$ cat config.mk
export PLATFORM = sky130hd
export DESIGN_NAME = gen_ctrl_fsm_flat
export DESIGN_NICKNAME = d
export VERILOG_FILES = /design/src/rtl/ctrl_fsm_pkg.sv /design/src/rtl/gen_ctrl_fsm_if.sv /design/src/rtl/empty_qual_cnt.sv /design/src/rtl/gen_ctrl_fsm.sv /design/src/flat_wrapper.sv
export SDC_FILE = /design/constraint.sdc
export NUM_CORES = 1
export LEC_CHECK = 0
export CORE_UTILIZATION = 40
export CTS_BUF_LIST = sky130_fd_sc_hd__clkbuf_8
export DETAILED_ROUTE_END_ITERATION = 7
export PLACE_DENSITY_LB_ADDON = 0.12
export SLEW_MARGIN = 20
export SYNTH_ARGS = -nofsm -noshare
export SYNTH_HDL_FRONTEND = slang
export SYNTH_SLANG_ARGS = --single-unit
$ cat constraint.sdc
create_clock -name clk -period 1.55 [get_ports clk]
set_clock_uncertainty 0.2 [all_clocks]
set_input_delay 0.3875 -clock clk [delete_from_list [all_inputs] [get_ports clk]]
set_output_delay 0.3875 -clock clk [all_outputs]
set_load 0.05 [all_outputs]
$ cat src/rtl/ctrl_fsm_pkg.sv
// Shared definitions for the generic FIFO-monitor control FSM:
// state encodings, state width and default parameter values.
package ctrl_fsm_pkg;

    localparam int STATE_W         = 3;
    localparam int DEF_NUM_FIFOS   = 5;
    localparam int DEF_NUM_TH      = 3;
    localparam int DEF_TH_W        = 3;
    localparam int DEF_IDLE_CYCLES = 2;

    typedef enum logic [STATE_W-1:0] {
        ST_RESET  = 3'd0,
        ST_INIT   = 3'd1,
        ST_IDLE   = 3'd2,
        ST_ACTIVE = 3'd3,
        ST_ERROR  = 3'd4
    } state_e;

endpackage

$ cat src/rtl/gen_ctrl_fsm_if.sv
// Bus bundle between the FIFO subsystem (master) and the control FSM (slave).
interface gen_ctrl_fsm_if
    import ctrl_fsm_pkg::*;
#(
    parameter int NUM_FIFOS = DEF_NUM_FIFOS,
    parameter int NUM_TH    = DEF_NUM_TH,
    parameter int TH_W      = DEF_TH_W
);
    logic                   init;
    logic                   err_clr;
    logic [NUM_FIFOS-1:0]   fifo_errors;
    logic [NUM_FIFOS-1:0]   fifo_empties;
    logic [NUM_FIFOS-1:0]   err_mask;
    logic [NUM_TH*TH_W-1:0] af_in;
    logic [NUM_TH*TH_W-1:0] ae_in;
    logic [NUM_TH*TH_W-1:0] af_out;
    logic [NUM_TH*TH_W-1:0] ae_out;
    logic [NUM_FIFOS-1:0]   error_out;
    logic                   active_out;
    logic                   idle_out;
    logic                   cfg_err_out;
    logic [STATE_W-1:0]     state_out;

    modport master (
        output init, err_clr, fifo_errors, fifo_empties, err_mask, af_in, ae_in,
        input  af_out, ae_out, error_out, active_out, idle_out, cfg_err_out, state_out
    );

    modport slave (
        input  init, err_clr, fifo_errors, fifo_empties, err_mask, af_in, ae_in,
        output af_out, ae_out, error_out, active_out, idle_out, cfg_err_out, state_out
    );

endinterface

$ cat src/rtl/empty_qual_cnt.sv
// Counts consecutive all-empty cycles while enabled; done fires on the
// cycle that completes IDLE_CYCLES of them, and the count restarts.
module empty_qual_cnt
    import ctrl_fsm_pkg::*;
#(
    parameter int IDLE_CYCLES = DEF_IDLE_CYCLES
) (
    input  logic clk,
    input  logic reset_L,
    input  logic en,
    input  logic all_empty,
    output logic done
);
    localparam logic [3:0] LAST = 4'(IDLE_CYCLES - 1);

    logic [3:0] cnt_q;
    logic [3:0] cnt_d;

    assign done = en && all_empty && (cnt_q == LAST);

    always_comb begin
        cnt_d = cnt_q + 4'd1;
        if (!en || !all_empty || done) begin
            cnt_d = '0;
        end
    end

    always_ff @(posedge clk or negedge reset_L) begin
        if (!reset_L) begin
            cnt_q <= '0;
        end else begin
            cnt_q <= cnt_d;
        end
    end

endmodule

$ cat src/rtl/gen_ctrl_fsm.sv
// Control FSM supervising a set of FIFOs: threshold configuration,
// idle/active tracking and sticky error capture. All outputs are Moore-registered.
module gen_ctrl_fsm
    import ctrl_fsm_pkg::*;
#(
    parameter int NUM_FIFOS   = DEF_NUM_FIFOS,
    parameter int NUM_TH      = DEF_NUM_TH,
    parameter int TH_W        = DEF_TH_W,
    parameter int IDLE_CYCLES = DEF_IDLE_CYCLES
) (
    input  logic          clk,
    input  logic          reset_L,
    gen_ctrl_fsm_if.slave bus
);
    localparam int THV_W = NUM_TH * TH_W;

    logic                 sync1_q;
    logic                 sync2_q;
    logic                 rst_n;

    state_e               state_q, state_d;
    logic [THV_W-1:0]     af_q, af_d;
    logic [THV_W-1:0]     ae_q, ae_d;
    logic [NUM_FIFOS-1:0] err_q, err_d;
    logic                 cfg_err_q, cfg_err_d;
    logic                 idle_q, idle_d;
    logic                 active_q, active_d;

    logic [NUM_FIFOS-1:0] eff_err;
    logic                 all_empty;
    logic                 cfg_bad_now;
    logic                 qual_done;

    function automatic logic cfg_bad(input logic [THV_W-1:0] af, input logic [THV_W-1:0] ae);
        logic bad;
        bad = 1'b0;
        for (int k = 0; k < NUM_TH; k++) begin
            if (af[k*TH_W +: TH_W] <= ae[k*TH_W +: TH_W]) begin
                bad = 1'b1;
            end
        end
        return bad;
    endfunction

    // Assertion is immediate; release only after two clean edges.
    always_ff @(posedge clk or negedge reset_L) begin
        if (!reset_L) begin
            sync1_q <= 1'b0;
            sync2_q <= 1'b0;
        end else begin
            sync1_q <= 1'b1;
            sync2_q <= sync1_q;
        end
    end

    assign rst_n       = sync2_q;
    assign eff_err     = bus.fifo_errors & ~bus.err_mask;
    assign all_empty   = &bus.fifo_empties;
    assign cfg_bad_now = cfg_bad(bus.af_in, bus.ae_in);

    empty_qual_cnt #(
        .IDLE_CYCLES (IDLE_CYCLES)
    ) u_qual (
        .clk       (clk),
        .reset_L   (rst_n),
        .en        (state_q == ST_ACTIVE),
        .all_empty (all_empty),
        .done      (qual_done)
    );

    always_ff @(posedge clk or negedge rst_n) begin
        if (!rst_n) begin
            state_q   <= ST_RESET;
            af_q      <= '0;
            ae_q      <= '0;
            err_q     <= '0;
            cfg_err_q <= 1'b0;
            idle_q    <= 1'b0;
            active_q  <= 1'b0;
        end else begin
            state_q   <= state_d;
            af_q      <= af_d;
            ae_q      <= ae_d;
            err_q     <= err_d;
            cfg_err_q <= cfg_err_d;
            idle_q    <= idle_d;
            active_q  <= active_d;
        end
    end

    // Errors outrank reconfiguration, which outranks the empty rules.
    always_comb begin
        state_d = state_q;
        case (state_q)
            ST_RESET: state_d = ST_INIT;
            ST_INIT: begin
                if (!bus.init && !cfg_bad_now) state_d = ST_IDLE;
            end
            ST_IDLE: begin
                if (eff_err != '0)      state_d = ST_ERROR;
                else if (bus.init)      state_d = ST_INIT;
                else if (!all_empty)    state_d = ST_ACTIVE;
            end
            ST_ACTIVE: begin
                if (eff_err != '0)      state_d = ST_ERROR;
                else if (bus.init)      state_d = ST_INIT;
                else if (qual_done)     state_d = ST_IDLE;
            end
            ST_ERROR: begin
                if (bus.err_clr)        state_d = ST_INIT;
            end
            default: state_d = ST_RESET;
        endcase
    end

    always_comb begin
        af_d      = af_q;
        ae_d      = ae_q;
        err_d     = '0;
        cfg_err_d = (state_d == ST_INIT) && cfg_bad_now;
        idle_d    = (state_d == ST_IDLE);
        active_d  = (state_d == ST_ACTIVE);
        if (state_q == ST_INIT) begin
            af_d = bus.af_in;
            ae_d = bus.ae_in;
        end
        if (state_d == ST_ERROR) begin
            err_d = (state_q == ST_ERROR) ? (err_q | eff_err) : eff_err;
        end
    end

    assign bus.state_out   = state_q;
    assign bus.af_out      = af_q;
    assign bus.ae_out      = ae_q;
    assign bus.error_out   = err_q;
    assign bus.cfg_err_out = cfg_err_q;
    assign bus.idle_out    = idle_q;
    assign bus.active_out  = active_q;

endmodule

$ cat src/flat_wrapper.sv
// flat-port wrapper written by rule: the top's interface ports become plain ports
module gen_ctrl_fsm_flat import ctrl_fsm_pkg::*;
#(
    parameter int NUM_FIFOS   = DEF_NUM_FIFOS,
    parameter int NUM_TH      = DEF_NUM_TH,
    parameter int TH_W        = DEF_TH_W,
    parameter int IDLE_CYCLES = DEF_IDLE_CYCLES
)
  (clk, reset_L, bus_init, bus_err_clr, bus_fifo_errors, bus_fifo_empties, bus_err_mask, bus_af_in, bus_ae_in, bus_af_out, bus_ae_out, bus_error_out, bus_active_out, bus_idle_out, bus_cfg_err_out, bus_state_out);
  gen_ctrl_fsm_if #(.NUM_FIFOS(NUM_FIFOS), .NUM_TH(NUM_TH), .TH_W(TH_W)) bus_i ();
  input  logic clk;
  input  logic reset_L;
  input wire logic [$bits(bus_i.init)-1:0] bus_init;
  input wire logic [$bits(bus_i.err_clr)-1:0] bus_err_clr;
  input wire logic [$bits(bus_i.fifo_errors)-1:0] bus_fifo_errors;
  input wire logic [$bits(bus_i.fifo_empties)-1:0] bus_fifo_empties;
  input wire logic [$bits(bus_i.err_mask)-1:0] bus_err_mask;
  input wire logic [$bits(bus_i.af_in)-1:0] bus_af_in;
  input wire logic [$bits(bus_i.ae_in)-1:0] bus_ae_in;
  output wire logic [$bits(bus_i.af_out)-1:0] bus_af_out;
  output wire logic [$bits(bus_i.ae_out)-1:0] bus_ae_out;
  output wire logic [$bits(bus_i.error_out)-1:0] bus_error_out;
  output wire logic [$bits(bus_i.active_out)-1:0] bus_active_out;
  output wire logic [$bits(bus_i.idle_out)-1:0] bus_idle_out;
  output wire logic [$bits(bus_i.cfg_err_out)-1:0] bus_cfg_err_out;
  output wire logic [$bits(bus_i.state_out)-1:0] bus_state_out;
  assign bus_i.init = bus_init;
  assign bus_i.err_clr = bus_err_clr;
  assign bus_i.fifo_errors = bus_fifo_errors;
  assign bus_i.fifo_empties = bus_fifo_empties;
  assign bus_i.err_mask = bus_err_mask;
  assign bus_i.af_in = bus_af_in;
  assign bus_i.ae_in = bus_ae_in;
  assign bus_af_out = bus_i.af_out;
  assign bus_ae_out = bus_i.ae_out;
  assign bus_error_out = bus_i.error_out;
  assign bus_active_out = bus_i.active_out;
  assign bus_idle_out = bus_i.idle_out;
  assign bus_cfg_err_out = bus_i.cfg_err_out;
  assign bus_state_out = bus_i.state_out;
  gen_ctrl_fsm #(.NUM_FIFOS(NUM_FIFOS), .NUM_TH(NUM_TH), .TH_W(TH_W), .IDLE_CYCLES(IDLE_CYCLES)) u_core (.clk(clk), .reset_L(reset_L), .bus(bus_i));
endmodule
==> results.toml, run 1 <==
[run_status]
status = "finished with violations"
violations = "negative setup slack"

[logic_synthesis]
synth_seq_area_share_pct = 52.5
netlist.area_leader.share_pct = 52.5
synth-seq-cells = 35
synth_fp_nets = 188
synth_common_cells = "dfrtp_1 (35), inv_1 (12), mux2_2 (12)"
synthFlopType = "dfrtp_1"
synth_cell_types = 37
synthArstFlopShare_pct = 100
synth_edf_count = 0
synth_largest_area_cell = "dfrtp_1"
syn_area_per_cell_um2 = 11.9
syn_area_um2 = 1670
yosysWarnings = 0
synth_most_common_cell = "dfrtp_1"
synth_top_cells_by_area = "dfrtp_1 (53%), ha_1 (8.3%), mux2_2 (8.1%), mux2_1 (4.1%), a21oi_1 (2.7%)"
syn_inst = 140

[die]
ios = 66
die_area_um2 = 4430
fp-row-count = 23
die_h_um = 66.6
coreArea_um2 = 4000
die_w_um = 66.6
initial_core_util_pct = 41.7

[grt]
grt_pass1_vias = 1437
antenna_found_initial = 0
grt_overflow = 0
track_usage_pct = 21.9
grt_pass1_wl_um = 6960
grt_max_degree = 34

[final_layout]
insertedDiodeCount = 0
final_cells = 277
layout-drive-gt1-share_pct = 56.4
nets = 274
post-route-util_pct = 78.3
synthToLayoutAreaGrowth_pct = 87.7

[timing]
grt_setup_unrepaired = "true"
hold_violations = 0
fin_crit_sh_pct = 108
slew_viol_final = 0
setup_violations = 19
fin_crit_ps = 1670
setup_slack_ps = -117
timing.fmax_mhz = 600

[clocking]
ctsLongestPathBuffers = 2
cts_made_buffers = 5
cts.sinks = 35
tritoncts = "yes"
htree_levels = 2
clock_latency_ps = 290
clkTransAtPathRegs_ps = 70
cts_root_buf = "clkbuf_8"

[route]
drc = 0
vias = 1355
routed_wl_um = 4280
first_pass_iters = 4
avgRoutedWirePerCell_um = 15.5
ant_nets = 0
drt-initial-drc-count = 23
via_per_inst = 4.89

[critical_path]
critPathTopFamily = "compound AO/OA/AOI/OAI gates"
slowest_stage = "a211oi_4"
startpoint_type = "input pin"
critPathMaxStageDelay_ps = 280
cp_num_buf_inv = 2
critPathRequiredTime_ps = 1560
critPathKind = "in -> reg"
crit_chain = "buf_8 > inv_8 > ha_4 > nand3b_1 > a22o_1 > a211oi_4 > a21oi_2 > nor3_2"
end_kind = "register"
crit_path_max_fanout = 3
worstPathArrival_ps = 1680

[pwr]
power_density_nw_per_um2 = 1470
leakagePower_nw = 1.48
irDropWorstVdd_mv = 1.13

[place]
place_inst = 265
port_buffers = 65
gp_congestion = 0.738
place_hpwl_um = 3000

[job]
cap_violations = 0

[hold_path]
hp-class = "in -> async"
-- where the power goes --
| part | internal [mW] | switching, mW |
|---|---|---|
| sequential | 1.11 | 0.229 |
| clock | 0.520 | 0.336 |
| combinational | 1.28 | 1.12 |
-- placed cells by master (no fill, tap or decap), drive strengths merged, types with 2 or more instances in the layout --
master | netlist | final
nand2 | 6 | 6
dlygate4sd2 | 0 | 14
and2b | 2 | 2
clkbuf | 0 | 6
clkdlybuf4s50 | 0 | 4
clkdlybuf4s15 | 0 | 2
buf | 2 | 61
a21o | 2 | 2
nor3 | 2 | 2
or2b | 2 | 2
nand3b | 2 | 2
dfrtp | 35 | 35
inv | 12 | 12
nor3b | 2 | 2
nand3 | 6 | 6
a21oi | 10 | 10
ha | 11 | 11
nand2b | 5 | 5
and4 | 2 | 2
nor2 | 8 | 8
mux2 | 18 | 18
-- through the flow --
| stage | power (mW) | TNS [ps] | hold slack (ps) | cell area, um^2 | worst slack (ps) |
|---|---|---|---|---|---|
| after CTS | 4.59 | -421 | 46.1 | 3100 | -99.8 |
| after floorplan | 2.46 | -1830 | -108 | 1770 | -204 |
| after global placement | 3.59 | -6650 | 73.4 | 2850 | -864 |
| final | 4.59 | -550 | 52.1 | 3130 | -117 |
| after global routing | 4.76 | -1720 | 52.4 | 3130 | -182 |
| after detailed placement | 3.63 | -7840 | 83.8 | 2850 | -943 |
-- logic make-up after synthesis --
| group | after synthesis | synth area share, % |
|---|---|---|
| AO/OA/AOI/OAI | 17 | 6.60 |
| adder cells (fa/ha/maj) | 11 | 8.25 |
| multiplexers | 18 | 12.2 |
| AND/OR/NAND/NOR | 42 | 15.5 |
| buffers and inverters | 14 | 3.68 |
| other | 1 | 0.225 |
| flip-flops | 35 | 52.5 |
| XOR/XNOR | 2 | 1.05 |
-- layer usage --
metal / GRT usage [%] / vias up / part of all wire (%)
met1: 24.8 / 654 / 39
li1: - / 647 / -
met2: 38.6 / 44 / 53
met4: 8.51 / 0 / 1.9
met5: 0 / - / 0
met3: 5.82 / 10 / 5.6
-- area by class of cell --
type	count	area [um^2]
Timing Repair Buffer	81	1050
Multi-Input combinational cell	91	960
Sequential cell	35	880
Fill cell	234	870
Clock buffer	6	82.6
Tap cell	50	62.6
Inverter	12	57.6
Clock inverter	2	35.0
-- what timing repair did --
action                     CTS  global route
buffers inserted             4             0
pin swaps                   21             5
gates resized for setup    127             7
setup endpoints to repair   23            32
hold buffers                 0             0
-- final timing paths --
path	end	cells after the start	slack, ps	from
setup reg to reg	u_core.bus.active_out$_DFF_PN0_	6	-110	u_core.u_qual.cnt_q[1]$_DFF_PN0_
max in group asynchronous	u_core.bus.state_out[2]$_DFF_PN0_	1	760	u_core.rst_n$_DFF_PN0_
hold reg to reg	u_core.bus.ae_out[7]$_DFFE_PN0P_	1	70	u_core.rst_n$_DFF_PN0_
min in group clk	u_core.bus.ae_out[4]$_DFFE_PN0P_	2	130	bus_ae_in[4]
setup / recovery	u_core.bus.idle_out$_DFF_PN0_	8	-120	bus_ae_in[2]
hold / removal	u_core.rst_n$_DFF_PN0_	1	50	reset_L
-- state kept, by name, indices dropped and copies added, names as in the netlist --
signal,count
u_core.bus.idle_out,1
u_core.rst_n,1
u_core.bus.error_out,5
u_core.bus.cfg_err_out,1
u_core.sync1_q,1
u_core.bus.af_out,9
u_core.bus.active_out,1
u_core.u_qual.cnt_q,4
u_core.bus.state_out,3
u_core.bus.ae_out,9
Note: power is estimated with default switching activity, not from simulation.
==> inputs of run 2 (changes only) <==
==> constraint.sdc (replaced) <==
create_clock -name clk -period 1.55 [get_ports clk]
set_clock_uncertainty 0.2 [all_clocks]
set_input_delay 0.2325 -clock clk [delete_from_list [all_inputs] [get_ports clk]]
set_output_delay 0.2325 -clock clk [all_outputs]
set_load 0.05 [all_outputs]
==> run 2 against run 1 <==
The run still ends with negative setup slack left. Fmax grew 1.8%. Sequential power barely moved. First-iteration DRC count is 52% higher. Total power fell by 4.5%. Sequential cell count unchanged. Critical path type is now reg -> reg. Global-route usage shrank 0.95 points. Sequential share of layout area grew 0.20 points. Critical endpoint is now u_core.bus.active_out$_DFF_PN0_. Final area down 0.72%.
==> results.toml, run 2 (synthesized netlist as in run 1, its figures left out) <==
[route]
drc = 0
via_per_inst = 4.93
vias = 1401
ant_nets = 0
drt-initial-drc-count = 35
first_pass_iters = 4
routed_wl_um = 4330
avgRoutedWirePerCell_um = 15.3

[clocking]
ctsLongestPathBuffers = 2
cts_made_buffers = 5
clock_latency_ps = 290
htree_levels = 2
clkTransAtPathRegs_ps = 70
cts_root_buf = "clkbuf_8"
cts.sinks = 35
tritoncts = "yes"

[die]
fp-row-count = 23
coreArea_um2 = 4000
ios = 66
die_w_um = 66.6
initial_core_util_pct = 41.7
die_area_um2 = 4430
die_h_um = 66.6

[timing]
setup_slack_ps = -87.2
fin_tns_setup_ps = -461
fin_crit_sh_pct = 106
timing.fmax_mhz = 611
setup_violations = 17
slew_viol_final = 0
hold_violations = 0
grt_setup_unrepaired = "true"
fin_crit_ps = 1640

[place]
port_buffers = 65
place_hpwl_um = 3150
gp_congestion = 0.716
placed_cell_area_um2 = 2830

[critical_path]
critPathMaxStageDelay_ps = 380
worstPathArrival_ps = 1610
slowest_stage = "dfrtp_1"
rr_worst_depth = 6
critPathKind = "reg -> reg"
startpoint_type = "register"
end_kind = "register"
critPathRequiredTime_ps = 1520
crit_path_max_fanout = 3
crit_chain = "inv_1 > ha_1 > a21boi_2 > or3_1 > a21o_1 > nor3b_2"

[pwr]
leakagePower_nw = 1.49
power_density_nw_per_um2 = 1410
irDropWorstVdd_mv = 1.18

[final_layout]
fin_area_um2 = 3110
synthToLayoutAreaGrowth_pct = 86.3
nets = 282
regArea_um2 = 880
layout-drive-gt1-share_pct = 53.8
layout_common_cells = "dfrtp_1 (32), buf_12 (29), buf_4 (22), mux2_4 (18), clkdlybuf4s50_1 (12)"
final_common_cell = "dfrtp_1"
multi_input_area_um2 = 950
fillCellCount = 234
insertedDiodeCount = 0

[job]
cap_violations = 0

[grt]
track_usage_pct = 20.9
grt_pass1_wl_um = 6710
antenna_found_initial = 0
grt_max_degree = 34
grt_pass1_vias = 1473
grt_overflow = 0

[run_status]
violations = "negative setup slack"
status = "finished with violations"

[hold_path]
min_path_cells = 2
hp-class = "in -> reg"
-- run 2: cell types whose count changed in the layout (fill, tap and decap cells not counted), sizes merged --
cell,previous run,this run
clkinv,1,0
bufinv,1,0
inv,12,14
clkbuf,6,12
dlygate4sd3,0,1
clkdlybuf4s15,2,3
buf,61,56
dlygate4sd2,14,8
clkdlybuf4s50,4,12
dlymetal6s2s,0,2
-- run 2: routing by layer --
metal / track usage [%] / share of wire [%] / vias up
met5: 0 / 0 / -
met4: 7.18 / 0.44 / 0
met3: 7.19 / 5.1 / 2
met2: 36.6 / 53 / 40
met1: 23.4 / 41 / 696
li1: - / - / 663
-- run 2: repair_timing --
| action | CTS | global route |
|---|---|---|
| pin swaps | 12 | 7 |
| endpoints found under the setup margin | 12 | 29 |
| hold buffers | 1 | 0 |
| gates cloned | 0 | 1 |
| setup buffers | 4 | 2 |
| gates resized for setup | 58 | 44 |
| endpoints found under the hold margin | 2 | 0 |
-- run 2: layout make-up --
type / count / share of cell area [%]
Clock buffer: 5 / 2.21
Clock inverter: 2 / 0.242
Inverter: 12 / 1.85
Multi-Input combinational cell: 91 / 30.6
Sequential cell: 35 / 28.3
Tap cell: 50 / 2.01
Timing Repair Buffer: 89 / 34.8
-- run 2: per-stage QoR --
stage,instances,utilization (%),hold slack (ps),setup WS [ps],power [mW]
after floorplan,140,-,-263,-133,2.35
after global placement,269,70.7,74.3,-719,3.49
after detailed placement,269,70.7,84.8,-814,3.55
after CTS,281,74.9,26.6,-86.3,4.19
after global routing,284,77.7,1.78,-180,4.55
final,284,77.7,0.0547,-87.2,4.38
-- run 2: report_power, final --
group | switching [mW] | internal, mW
registers | 0.227 | 1.11
clock network | 0.309 | 0.296
logic | 1.14 | 1.30
-- run 2: final timing paths --
path                                                       start                           endpoint  slack, ps
worst max-delay path            u_core.u_qual.cnt_q[1]$_DFF_PN0_    u_core.bus.active_out$_DFF_PN0_        -90
worst min-delay path                                bus_af_in[0]   u_core.bus.af_out[0]$_DFFE_PN0P_       0.05
worst max register to register  u_core.u_qual.cnt_q[1]$_DFF_PN0_    u_core.bus.active_out$_DFF_PN0_        -90
worst min register to register            u_core.rst_n$_DFF_PN0_  u_core.bus.error_out[2]$_DFF_PN0_         60
max in group asynchronous                                reset_L             u_core.rst_n$_DFF_PN0_        580
min in group asynchronous                 u_core.rst_n$_DFF_PN0_  u_core.bus.error_out[2]$_DFF_PN0_         60
-- run 2: worst max-delay path, delay by kind of cell, from the launching register on --
kind                     cells  cell delay (ps)
buffers and inverters        1               60
AND/OR/NAND/NOR              2              470
AO/OA/AOI/OAI                2              260
adder cells (fa/ha/maj)      1              150
flip-flops                   1              380
